$ cat src/rtl/pingpong_rd_sched.sv
// Read-side scheduler for the ping-pong C2H capture buffer: synchronizes per-bank
// "filled" toggles, reads whole banks in strict 0/1 order and hands them back.
module pingpong_rd_sched #(
  parameter int ADDR_W = 12,
  parameter int DEPTH  = 4096
) (
  input  logic              usr_clk,
  input  logic              usr_rst_n,
  input  logic              c2h_rst_i,
  input  logic              run_i,
  input  logic              tready_i,
  input  logic [1:0]        wr_done_tog_i,
  output logic [1:0]        rd_done_tog_o,
  output logic              ram0_rd_en_o,
  output logic              ram1_rd_en_o,
  output logic [ADDR_W-1:0] rd_addr_o,
  output logic              data_valid_o,
  output logic              data_last_o,
  output logic              bank_sel_o,
  output logic              busy_o,
  output logic              overflow_o
);
  // state | meaning
  // IDLE  | run_i low, nothing scheduled
  // WAIT  | waiting for bank nxt to be filled
  // READ  | one read of bank nxt per cycle with tready_i high
  // DONE  | release bank nxt to the writer, swap to the other bank

  typedef enum logic [1:0] {S_IDLE, S_WAIT, S_READ, S_DONE} state_t;

  localparam logic [ADDR_W-1:0] LAST_ADDR = ADDR_W'(DEPTH - 1);

  state_t            state_q;
  logic [1:0]        sync1_q, sync2_q, tog_seen_q;
  logic [1:0]        tog_edge, clr_full, full_q, full_d;
  logic              overflow_q, overflow_d;
  logic              nxt_q;
  logic [ADDR_W-1:0] addr_q;
  logic [1:0]        rd_done_tog_q;
  logic              valid_q, last_q, sel_q;
  logic              rd_en, at_last;

  // Synchronizer keeps running through c2h_rst_i so no stale edge appears afterwards.
  always_ff @(posedge usr_clk or negedge usr_rst_n) begin
    if (!usr_rst_n) begin
      sync1_q    <= '0;
      sync2_q    <= '0;
      tog_seen_q <= '0;
    end else begin
      sync1_q    <= wr_done_tog_i;
      sync2_q    <= sync1_q;
      tog_seen_q <= sync2_q;
    end
  end

  always_comb begin
    tog_edge = sync2_q ^ tog_seen_q;
    clr_full = '0;
    if (state_q == S_DONE) clr_full[nxt_q] = 1'b1;
    // A fill landing on the release cycle is a fresh fill, not an overrun.
    full_d     = (full_q & ~clr_full) | tog_edge;
    overflow_d = overflow_q | (|(tog_edge & full_q & ~clr_full));
    rd_en      = (state_q == S_READ) && tready_i;
    at_last    = (addr_q == LAST_ADDR);
  end

  always_ff @(posedge usr_clk or negedge usr_rst_n) begin
    if (!usr_rst_n) begin
      state_q       <= S_IDLE;
      full_q        <= '0;
      overflow_q    <= 1'b0;
      nxt_q         <= 1'b0;
      addr_q        <= '0;
      rd_done_tog_q <= '0;
      valid_q       <= 1'b0;
      last_q        <= 1'b0;
      sel_q         <= 1'b0;
    end else if (c2h_rst_i) begin
      state_q    <= S_IDLE;
      full_q     <= '0;
      overflow_q <= 1'b0;
      nxt_q      <= 1'b0;
      addr_q     <= '0;
      valid_q    <= 1'b0;
      last_q     <= 1'b0;
      sel_q      <= 1'b0;
    end else begin
      full_q     <= full_d;
      overflow_q <= overflow_d;
      valid_q    <= rd_en;
      last_q     <= rd_en && at_last;
      sel_q      <= nxt_q;
      case (state_q)
        S_IDLE: if (run_i) state_q <= S_WAIT;
        S_WAIT: begin
          if (full_q[nxt_q])  state_q <= S_READ;
          else if (!run_i)    state_q <= S_IDLE;
        end
        S_READ: begin
          if (tready_i) begin
            if (at_last) state_q <= S_DONE;
            else         addr_q  <= addr_q + ADDR_W'(1);
          end
        end
        S_DONE: begin
          rd_done_tog_q[nxt_q] <= ~rd_done_tog_q[nxt_q];
          addr_q               <= '0;
          nxt_q                <= ~nxt_q;
          state_q              <= S_WAIT;
        end
        default: state_q <= S_IDLE;
      endcase
    end
  end

  assign ram0_rd_en_o  = rd_en & ~nxt_q;
  assign ram1_rd_en_o  = rd_en & nxt_q;
  assign rd_addr_o     = addr_q;
  assign data_valid_o  = valid_q;
  assign data_last_o   = last_q;
  assign bank_sel_o    = sel_q;
  assign busy_o        = (state_q == S_READ) || (state_q == S_DONE);
  assign overflow_o    = overflow_q;
  assign rd_done_tog_o = rd_done_tog_q;

endmodule
$ cat config.mk
export PLATFORM = sky130hd
export DESIGN_NAME = pingpong_rd_sched
export DESIGN_NICKNAME = d
export VERILOG_FILES = /design/src/rtl/pingpong_rd_sched.sv
export SDC_FILE = /design/constraint.sdc
export NUM_CORES = 1
export LEC_CHECK = 0
export CORE_MARGIN = 3
export CORE_UTILIZATION = 55
export DETAILED_ROUTE_END_ITERATION = 10
export GPL_TIMING_DRIVEN = 0
export PLACE_DENSITY_LB_ADDON = 0.25
export SLEW_MARGIN = 20
export SYNTH_ARGS = -nofsm -noshare
export SYNTH_HDL_FRONTEND = slang
export SYNTH_SLANG_ARGS = --single-unit
$ cat constraint.sdc
create_clock -name usr_clk -period 4.65 [get_ports usr_clk]
set_clock_uncertainty 0.05 [all_clocks]
set_input_delay 0.6975 -clock usr_clk [delete_from_list [all_inputs] [get_ports usr_clk]]
set_output_delay 0.6975 -clock usr_clk [all_outputs]
set_load 0.02 [all_outputs]
# Word level (Yosys, flattened, before mapping)
# Index checks and enable logic that the tools add are counted.
[totals]
reg_bits = 29
[op_classes]
addsub = 1
order_cmp = 2
n_eq_ne = 9
mux = 26
n_bitwise = 12
reduce_logical = 11
[op_table]
columns = ["op", "n"]
rows = [
  ["12-bit two-way mux", 3],
  ["12-bit case mux with 2 select lines", 1],
  ["2-bit two-way mux", 8],
  ["12-bit by 1-bit adder with 12-bit output, second input constant", 1],
  ["12-bit == test, second input constant", 1],
  ["3-bit inequality test, second input constant", 4],
  ["1-bit two-way mux", 11],
  ["2-bit case mux with 4 select lines", 1],
  ["2-bit AND", 3],
  ["2-bit == test, second input constant", 2],
  ["4-bit inequality test, second input constant", 1],
  ["4-bit AND reduction", 1],
  ["1-bit logical AND", 3],
  ["1-bit inverter", 3],
  ["3-bit AND reduction", 1],
  ["3-bit nonzero test", 1],
  ["1-bit AND", 2],
  ["2-bit bitwise mux", 1],
  ["2-bit by 1-bit == test with 1-bit output, second input constant", 1],
  ["2-bit zero test", 1],
  ["1-bit by 2-bit < comparator with 1-bit output, second input constant", 1],
  ["2-bit inverter", 1],
  ["2-bit OR", 1],
  ["2-bit AND reduction", 1],
  ["other kinds (7)", 7],
]

# Depth between registers and ports, before layout
# Gate-level depths: netlist (run 1).
[depth]
depth_word = 10
ltp_mapped = 7

# Least setup slack after synthesis (run 1)
# Ideal clock, no wire load.
[synth_timing]
path_kind = "register to register"
startpoint = "reg addr_q[5] (netlist: rd_addr_o[5])"
endpoint = "reg addr_q[7] (netlist: rd_addr_o[7])"
setup_time_ns = 0.082
arrival_time_ns = 1.895
t_required_ns = 4.518
path_slack_ns = 2.623
path_stages_with_launch = 7
path_buffers = 2
path_cell_list = "dfrtp_1 > buf_4 > nand4_2 > or4_4 > a211o_1 > buf_6 > a31oi_1"
[synth_via]
elab_chain_cells = 5
word_cells_on_any_way = 8
cone_classes = "1 x add/sub; 2 x eq/ne; 4 x mux; 1 x reduce/logical"
[synth_rtl]
columns = ["element", "line", "source"]
rows = [
  ["start, declared", "38", "logic [ADDR_W-1:0] addr_q;"],
  ["start signal, assigned", "102", "else addr_q <= addr_q + ADDR_W'(1);"],
  ["12-bit by 1-bit adder with 12-bit output", "102", ""],
  ["12-bit two-way mux", "101", "if (at_last) state_q <= S_DONE;"],
  ["12-bit two-way mux", "100", "if (tready_i) begin"],
  ["12-bit case mux with 2 select lines", "93", "case (state_q)"],
  ["12-bit two-way mux", "78", "end else if (c2h_rst_i) begin"],
]
# Parallel ways exist; a longest one is shown, timed or not. The select of a mux whose other input is x is not followed.
# A chain may end at the register's enable or synchronous reset.

# Worst setup path in the final report (run 1)
[layout_timing]
startpoint = "in tready_i"
endpoint = "out ram0_rd_en_o"
[layout_via]
elab_chain_cells = 2
[layout_rtl]
columns = ["element", "line", "source"]
rows = [
  ["start, declared", "11", "input logic tready_i,"],
  ["1-bit logical AND", "63", "rd_en = (state_q == S_READ) && tready_i;"],
  ["1-bit AND", "116", "assign ram0_rd_en_o = rd_en & ~nxt_q;"],
  ["end, declared", "14", "output logic ram0_rd_en_o,"],
]
# No other way between the ends.

==> flow_summary.yaml, run 1 <==
outcome:
  status: "finished, final reports clean"
synthesis:
  synth_area_leaders: "dfrtp_1 (49%), a31oi_1 (5.5%), ha_1 (5.1%), nand2_1 (3.3%), nand2b_1 (2.5%)"
  synth_cell_types: 36
  synth.avg_cell_area_sq_um: 10.24
  synth_nets: 157
  ys_seq_elements: 29
  synthesis.area_sq_mm: 0.001475
  synth-seq-area-share_pct: 49.19
  yosysTopAreaCell: "dfrtp_1"
  synth.top_cell.area_share_pct: 49.19
  syn_inst: 144
  yosys_warnings: 0
global_route:
  grt_max_degree: 30
  antenna_found_initial: 0
  grt_pass1_wl_mm: 5.402
  overflow: 0
  track_usage_pct: 21.40
  grt_pass1_vias: 1218
placed_design:
  place_congestion: 0.8044
  io_buffers: 26
  dp.cells: 200
  dp_hpwl_mm: 2.132
clock_network:
  postCtsHoldBufs: 0
  clockRootBuffer: "clkbuf_4"
  ctsResizeCount: 0
  cts_sinks: 29
  cts_max_path_buffers: 2
  insertion_delay_ns: 0.34
  cts.clk_slew.worst_paths_ns: 0.11
  tritoncts: "yes"
  numCtsBuffers: 5
  post-cts-setup-buffer-count: 0
  htree_num_levels: 2
layout:
  final_util_pct: 73.41
  area_growth_syn_to_layout_pct: 25.53
  fin_nets: 190
  drive_above_1_share_pct: 9.551
  diodes: 0
  final_cells: 208
sta:
  final-hold-violation-count: 0
  layout_worst_path_cycle_share_pct: 61.65
  grt_setup_unrepaired: "false"
  fin_hold_ws_ns: 0.3085
  setup-tns-final_ns: 0
  layout_min_cycle_time_ns: 2.867
  worstMarginPinSlew_ns: 0.6549
  setup_violations: 0
  fmax_ghz: 0.3488
  slew_headroom_pct: 56.18
  slew_viol_final: 0
pwr:
  vdd_drop_max_v: 0.0003440
  combPwrFrac_pct: 11.4
  leakage_nw: 0.7962
  clkPwrFrac_pct: 38.6
  power_density_mw_per_mm2: 292.4
  swShare_pct: 25.46
  internal_power_w: 0.0004037
  p_seq_share_pct: 50.0
  switching_power_w: 0.0001379
die:
  io_pins: 28
  fp.dieArea_sq_mm: 0.003340
  coreArea_sq_mm: 0.002522
  initial_core_util_pct: 58.48
  row_count: 18
  dieHeight_microns: 57.79
  die_w_microns: 57.79
critical_path:
  cp_num_buf_inv: 2
  cp_top_family: "buffers and inverters"
  cp.required_ns: 3.90
  timing.critical_path.mode_cell: "clkdlybuf4s50_1"
  path_max_fanout: 5
  cpMaxStageDelayCell: "clkdlybuf4s50_1"
  critPathMaxStageDelay_ns: 0.61
  crit_type: "in2out"
  start_kind: "input pin"
  endpoint_kind: "primary output"
  cp_cell_sequence: "clkdlybuf4s50_1 -> nand2_1 -> nor2_1 -> clkdlybuf4s50_1"
  cp.arrival_ns: 2.12
  reg2reg_slack_ns: 2.48
hold_path:
  hp-class: "in2async"
routing:
  drcViolationCount: 0
  dr.pass1.iters: 4
  totalWireLength_mm: 3.090
  dr_wl_met2_mm: 1.434
  top_layer: "met4"
  drtAntennaViolNets: 0
  wl_per_cell_microns: 14.86
  dr_wl_met3_microns: 151
  drt_iter0_drc: 42
  vias_per_cell: 5.947
  vias: 1237
  drt-met1-wl_mm: 1.455
flow_run:
  maxCapViolCount: 0
-- synth_stat cells (all sizes together) --
| cell | number |
|---|---|
| nor3 | 3 |
| nand4 | 3 |
| nand2b | 6 |
| a211o | 1 |
| mux2i | 3 |
| nor2 | 7 |
| nand3 | 5 |
| o21ai | 4 |
| o311ai | 2 |
| clkbuf | 4 |
| xnor2 | 2 |
| a311o | 1 |
| inv | 5 |
| or4 | 1 |
| nor3b | 1 |
| a31oi | 15 |
| a41oi | 4 |
| and4 | 3 |
| ha | 6 |
| nor2b | 4 |
| and2 | 2 |
| a21oi | 5 |
| or3 | 1 |
| o41ai | 1 |
| o21a | 1 |
| o31ai | 1 |
| or2 | 2 |
| xor2 | 2 |
| buf | 2 |
| and3 | 5 |
| nand2 | 13 |
| dfrtp | 29 |
-- final cells by class --
| class | instances | area [sq um] |
|---|---|---|
| flip-flops and latches | 29 | 725.7 |
| multi-input cells | 104 | 696.9 |
| fillers | 197 | 670.6 |
| repair buffers | 26 | 255.2 |
| clock inverters | 3 | 46.29 |
| clock buffers | 5 | 37.54 |
| well taps | 30 | 37.54 |
| plain buffers | 6 | 33.78 |
| inverters | 5 | 18.77 |
-- cell usage in the layout (no fill, tap or decap), types with 2 or more instances in the layout --
| cell type | count |
|---|---|
| a41oi_1 | 4 |
| clkbuf_1 | 4 |
| nand2_1 | 13 |
| and4_1 | 3 |
| mux2i_1 | 3 |
| xor2_1 | 2 |
| xnor2_1 | 2 |
| nand2b_1 | 6 |
| clkdlybuf4s50_1 | 25 |
| nor3_1 | 3 |
| nor2_1 | 7 |
| nand4_1 | 2 |
| ha_1 | 6 |
| a21oi_1 | 5 |
| or2_2 | 2 |
| nor2b_1 | 4 |
| o21ai_0 | 3 |
| and3_1 | 5 |
| a31oi_1 | 13 |
| o311ai_0 | 2 |
| inv_1 | 5 |
| and2_1 | 2 |
| dfrtp_1 | 29 |
| nand3_1 | 5 |
| clkbuf_4 | 5 |
| a31oi_2 | 2 |
-- stage by stage --
step,worst slack [ns],area (sq um),total power [W]
final,1.783,1852,0.0005416
after global routing,1.643,1852,0.0005694
after CTS,1.785,1852,0.0005467
after detailed placement,1.788,1768,0.0003378
after global placement,1.787,1773,0.0003349
after floorplan,2.623,1475,0.0003109
-- power by group through the flow --
| stage | sequential, W | combinational [W] | clock [W] |
|---|---|---|---|
| finish | 0.000271 | 0.0000615 | 0.000209 |
| global route | 0.000273 | 0.0000689 | 0.000228 |
| CTS | 0.000271 | 0.0000623 | 0.000213 |
| detailed placement | 0.000276 | 0.0000619 | 0 |
| global placement | 0.000275 | 0.0000598 | 0 |
| floorplan | 0.000279 | 0.0000317 | 0 |
-- path summary, 6_finish.rpt --
check / startpoint / end / cells past startpoint
setup / recovery: tready_i / ram0_rd_en_o / 4
hold / removal: usr_rst_n / rd_addr_o[1] / 1
setup reg to reg: state_q[0] / rd_addr_o[9] / 7
hold reg to reg: sync1_q[1] / sync2_q[1] / 0
max in group asynchronous: usr_rst_n / rd_addr_o[7] / 1
min in group usr_clk: sync1_q[1] / sync2_q[1] / 0
-- registers in the layout, summed over array words and instances, names as in the netlist --
name,flops
full_q,2
overflow_o,1
nxt_q,1
tog_seen_q,2
sync2_q,2
data_last_o,1
bank_sel_o,1
sync1_q,2
rd_addr_o,12
data_valid_o,1
state_q,2
rd_done_tog_o,2
-- per-layer routing --
metal | track usage [%] | up-vias
li1 | - | 594
met4 | 8.609 | 0
met3 | 6.904 | 7
met1 | 29.11 | 606
met2 | 31.77 | 30
met5 | 0 | -
-- logic make-up after synthesis --
kind of cell | synth area share, %
buf+inv | 3.562
compound gates | 16.71
simple gates | 21.03
flops | 49.19
fa+ha+maj | 5.089
xor+xnor | 2.375
mux | 2.036
(Power assumes the default switching activity.)
==> run 2: changes to the inputs <==
--- a/config.mk
+++ b/config.mk
@@ -6,7 +6,7 @@
 export NUM_CORES = 1
 export LEC_CHECK = 0
 export CORE_MARGIN = 3
-export CORE_UTILIZATION = 55
+export CORE_UTILIZATION = 51
 export DETAILED_ROUTE_END_ITERATION = 10
 export GPL_TIMING_DRIVEN = 0
 export PLACE_DENSITY_LB_ADDON = 0.25
==> constraint.sdc (replaced) <==
create_clock -name usr_clk -period 2.99 [get_ports usr_clk]
set_clock_uncertainty 0.05 [all_clocks]
set_input_delay 0.4485 -clock usr_clk [delete_from_list [all_inputs] [get_ports usr_clk]]
set_output_delay 0.4485 -clock usr_clk [all_outputs]
set_load 0.02 [all_outputs]
==> run 2 against run 1 <==
- global-route usage decreased by 0.41 points
- critical path type is now reg2out
- non-clock buffer count stayed put
- register-to-register slack worse by 1.8 ns
- critical path depth up 1
- sequential share of layout area shrank 0.11 points
- largest cell class unchanged
- clock power grew 61%
- count of clock-buffer cells in the layout is 1 higher
- utilization decreased by 2.3 points
- hold slack got worse by 0.24 ns
- cell count stayed put
- highest routed layer unchanged
- die area increased by 7.0%
==> flow_summary.yaml, run 2 (synthesis gave the netlist of run 1 again) <==
global_route:
  antenna_found_initial: 0
  overflow: 0
  grt_pass1_wl_mm: 5.444
  grt_pass1_vias: 1189
  grt_max_degree: 30
  track_usage_pct: 20.99
flow_run:
  maxCapViolCount: 0
clock_network:
  cts.clk_slew.worst_paths_ns: 0.10
  tritoncts: "yes"
  htree_num_levels: 2
  insertion_delay_ns: 0.34
  numCtsBuffers: 5
  clockRootBuffer: "clkbuf_4"
  cts_sinks: 29
  cts_max_path_buffers: 2
  postCtsHoldBufs: 0
  post-cts-setup-buffer-count: 0
  ctsResizeCount: 0
critical_path:
  critPathMaxStageDelay_ns: 0.61
  cp.required_ns: 2.49
  start_kind: "flip-flop"
  cp_cell_sequence: "inv_1 -> ha_1 -> nand2_1 -> nor2_1 -> clkdlybuf4s50_1"
  cp.arrival_ns: 2.14
  cp_top_family: "buffers and inverters"
  endpoint_kind: "primary output"
  path_max_fanout: 8
  crit_type: "reg2out"
  cp_num_buf_inv: 2
  cpMaxStageDelayCell: "clkdlybuf4s50_1"
sta:
  worstMarginPinSlew_ns: 0.7184
  final-hold-violation-count: 0
  slew_viol_final: 0
  grt_setup_unrepaired: "false"
  slew_headroom_pct: 51.93
  layout_worst_path_cycle_share_pct: 88.09
  fmax_ghz: 0.3797
  setup_violations: 0
  setup-tns-final_ns: 0
  layout_min_cycle_time_ns: 2.634
die:
  die_w_microns: 59.78
  initial_core_util_pct: 56.47
  row_count: 18
  fp.dieArea_sq_mm: 0.003574
  dieHeight_microns: 59.78
  coreArea_sq_mm: 0.002613
  io_pins: 28
layout:
  n_fill_cell: 204
  final_util_pct: 71.07
  layout_common_cells: "dfrtp_1 (29), clkdlybuf4s50_1 (25), nand2_1 (13), a31oi_1 (13), nor2_1 (7)"
  drive_above_1_share_pct: 9.551
  multi_input_area_sq_um: 696.9
  fin_nets: 190
  mostFrequentLayoutCell: "dfrtp_1"
  area_growth_syn_to_layout_pct: 25.87
  diodes: 0
  register_area_sq_um: 725.7
  final_cells: 208
  largest_reg_flops: 12
pwr:
  power_density_mw_per_mm2: 461.3
  leakage_nw: 0.7992
  vdd_drop_max_v: 0.0004719
routing:
  dr.pass1.iters: 4
  drtAntennaViolNets: 0
  totalWireLength_mm: 3.316
  drcViolationCount: 0
  vias: 1253
  wl_per_cell_microns: 15.94
  drt_iter0_drc: 53
  vias_per_cell: 6.024
outcome:
  status: "finished, final reports clean"
placed_design:
  dp.cells: 200
  dp_hpwl_mm: 2.320
  io_buffers: 26
  place_congestion: 0.8240
hold_path:
  hp-class: "in2async"
-- run 2: cell types whose count changed in the layout (fill, tap and decap cells not counted) --
cell      delta
clkbuf_8     +1
clkinv_4     -1
-- run 2: path summary, 6_finish.rpt --
path / slack [ns] / cells past startpoint / to / startpoint
worst max-delay path: 0.36 / 5 / ram0_rd_en_o / state_q[0]
worst min-delay path: 0.07 / 1 / rd_done_tog_o[1] / usr_rst_n
worst max register to register: 0.73 / 7 / rd_addr_o[9] / state_q[0]
worst min register to register: 0.31 / 0 / sync2_q[1] / sync1_q[1]
max in group asynchronous: 2.39 / 1 / rd_addr_o[8] / usr_rst_n
min in group usr_clk: 0.31 / 0 / sync2_q[1] / sync1_q[1]
-- run 2: layout make-up --
cell class,count,area share [%]
Buffer,6,1.819
Clock buffer,6,2.763
Clock inverter,2,2.022
Inverter,5,1.011
Multi-Input combinational cell,104,37.53
Sequential cell,29,39.08
Tap cell,30,2.022
Timing Repair Buffer,26,13.75
-- run 2: power by group --
group	switching, W	total (W)	internal [W]
sequential	0.0000130	0.000421	0.000408
clock	0.000138	0.000337	0.000199
combinational	0.0000554	0.0000984	0.0000430
-- run 2: layer usage --
metal / vias up / GRT usage (%) / share of wire (%)
li1: 597 / - / -
met1: 585 / 27.31 / 45
met2: 59 / 31.17 / 46
met3: 12 / 4.968 / 5.9
met5: - / 0 / 0
met4: 0 / 13.29 / 2.9
-- run 2: worst register-to-register path, delay by kind of cell, from the launching register on --
kind / cells / cell delay [ns]
AO/OA/AOI/OAI: 2 / 0.41
adder cells (fa/ha/maj): 1 / 0.30
buffers and inverters: 2 / 0.51
flip-flops: 1 / 0.45
AND/OR/NAND/NOR: 2 / 0.45
-- run 2: per-stage QoR --
step           hold slack (ns)  cell area (sq um)  power (W)  setup slack (ns)
3_3_place_gp            0.2906               1773  0.0005209            0.6286
4_1_cts                0.07478               1857  0.0008653            0.3590
6_report               0.06568               1857  0.0008565            0.3562
3_5_place_dp            0.2855               1768  0.0005264            0.6187
2_1_floorplan           0.1029               1475  0.0004836            0.9633
5_1_grt                 0.1044               1857  0.0008954            0.2430
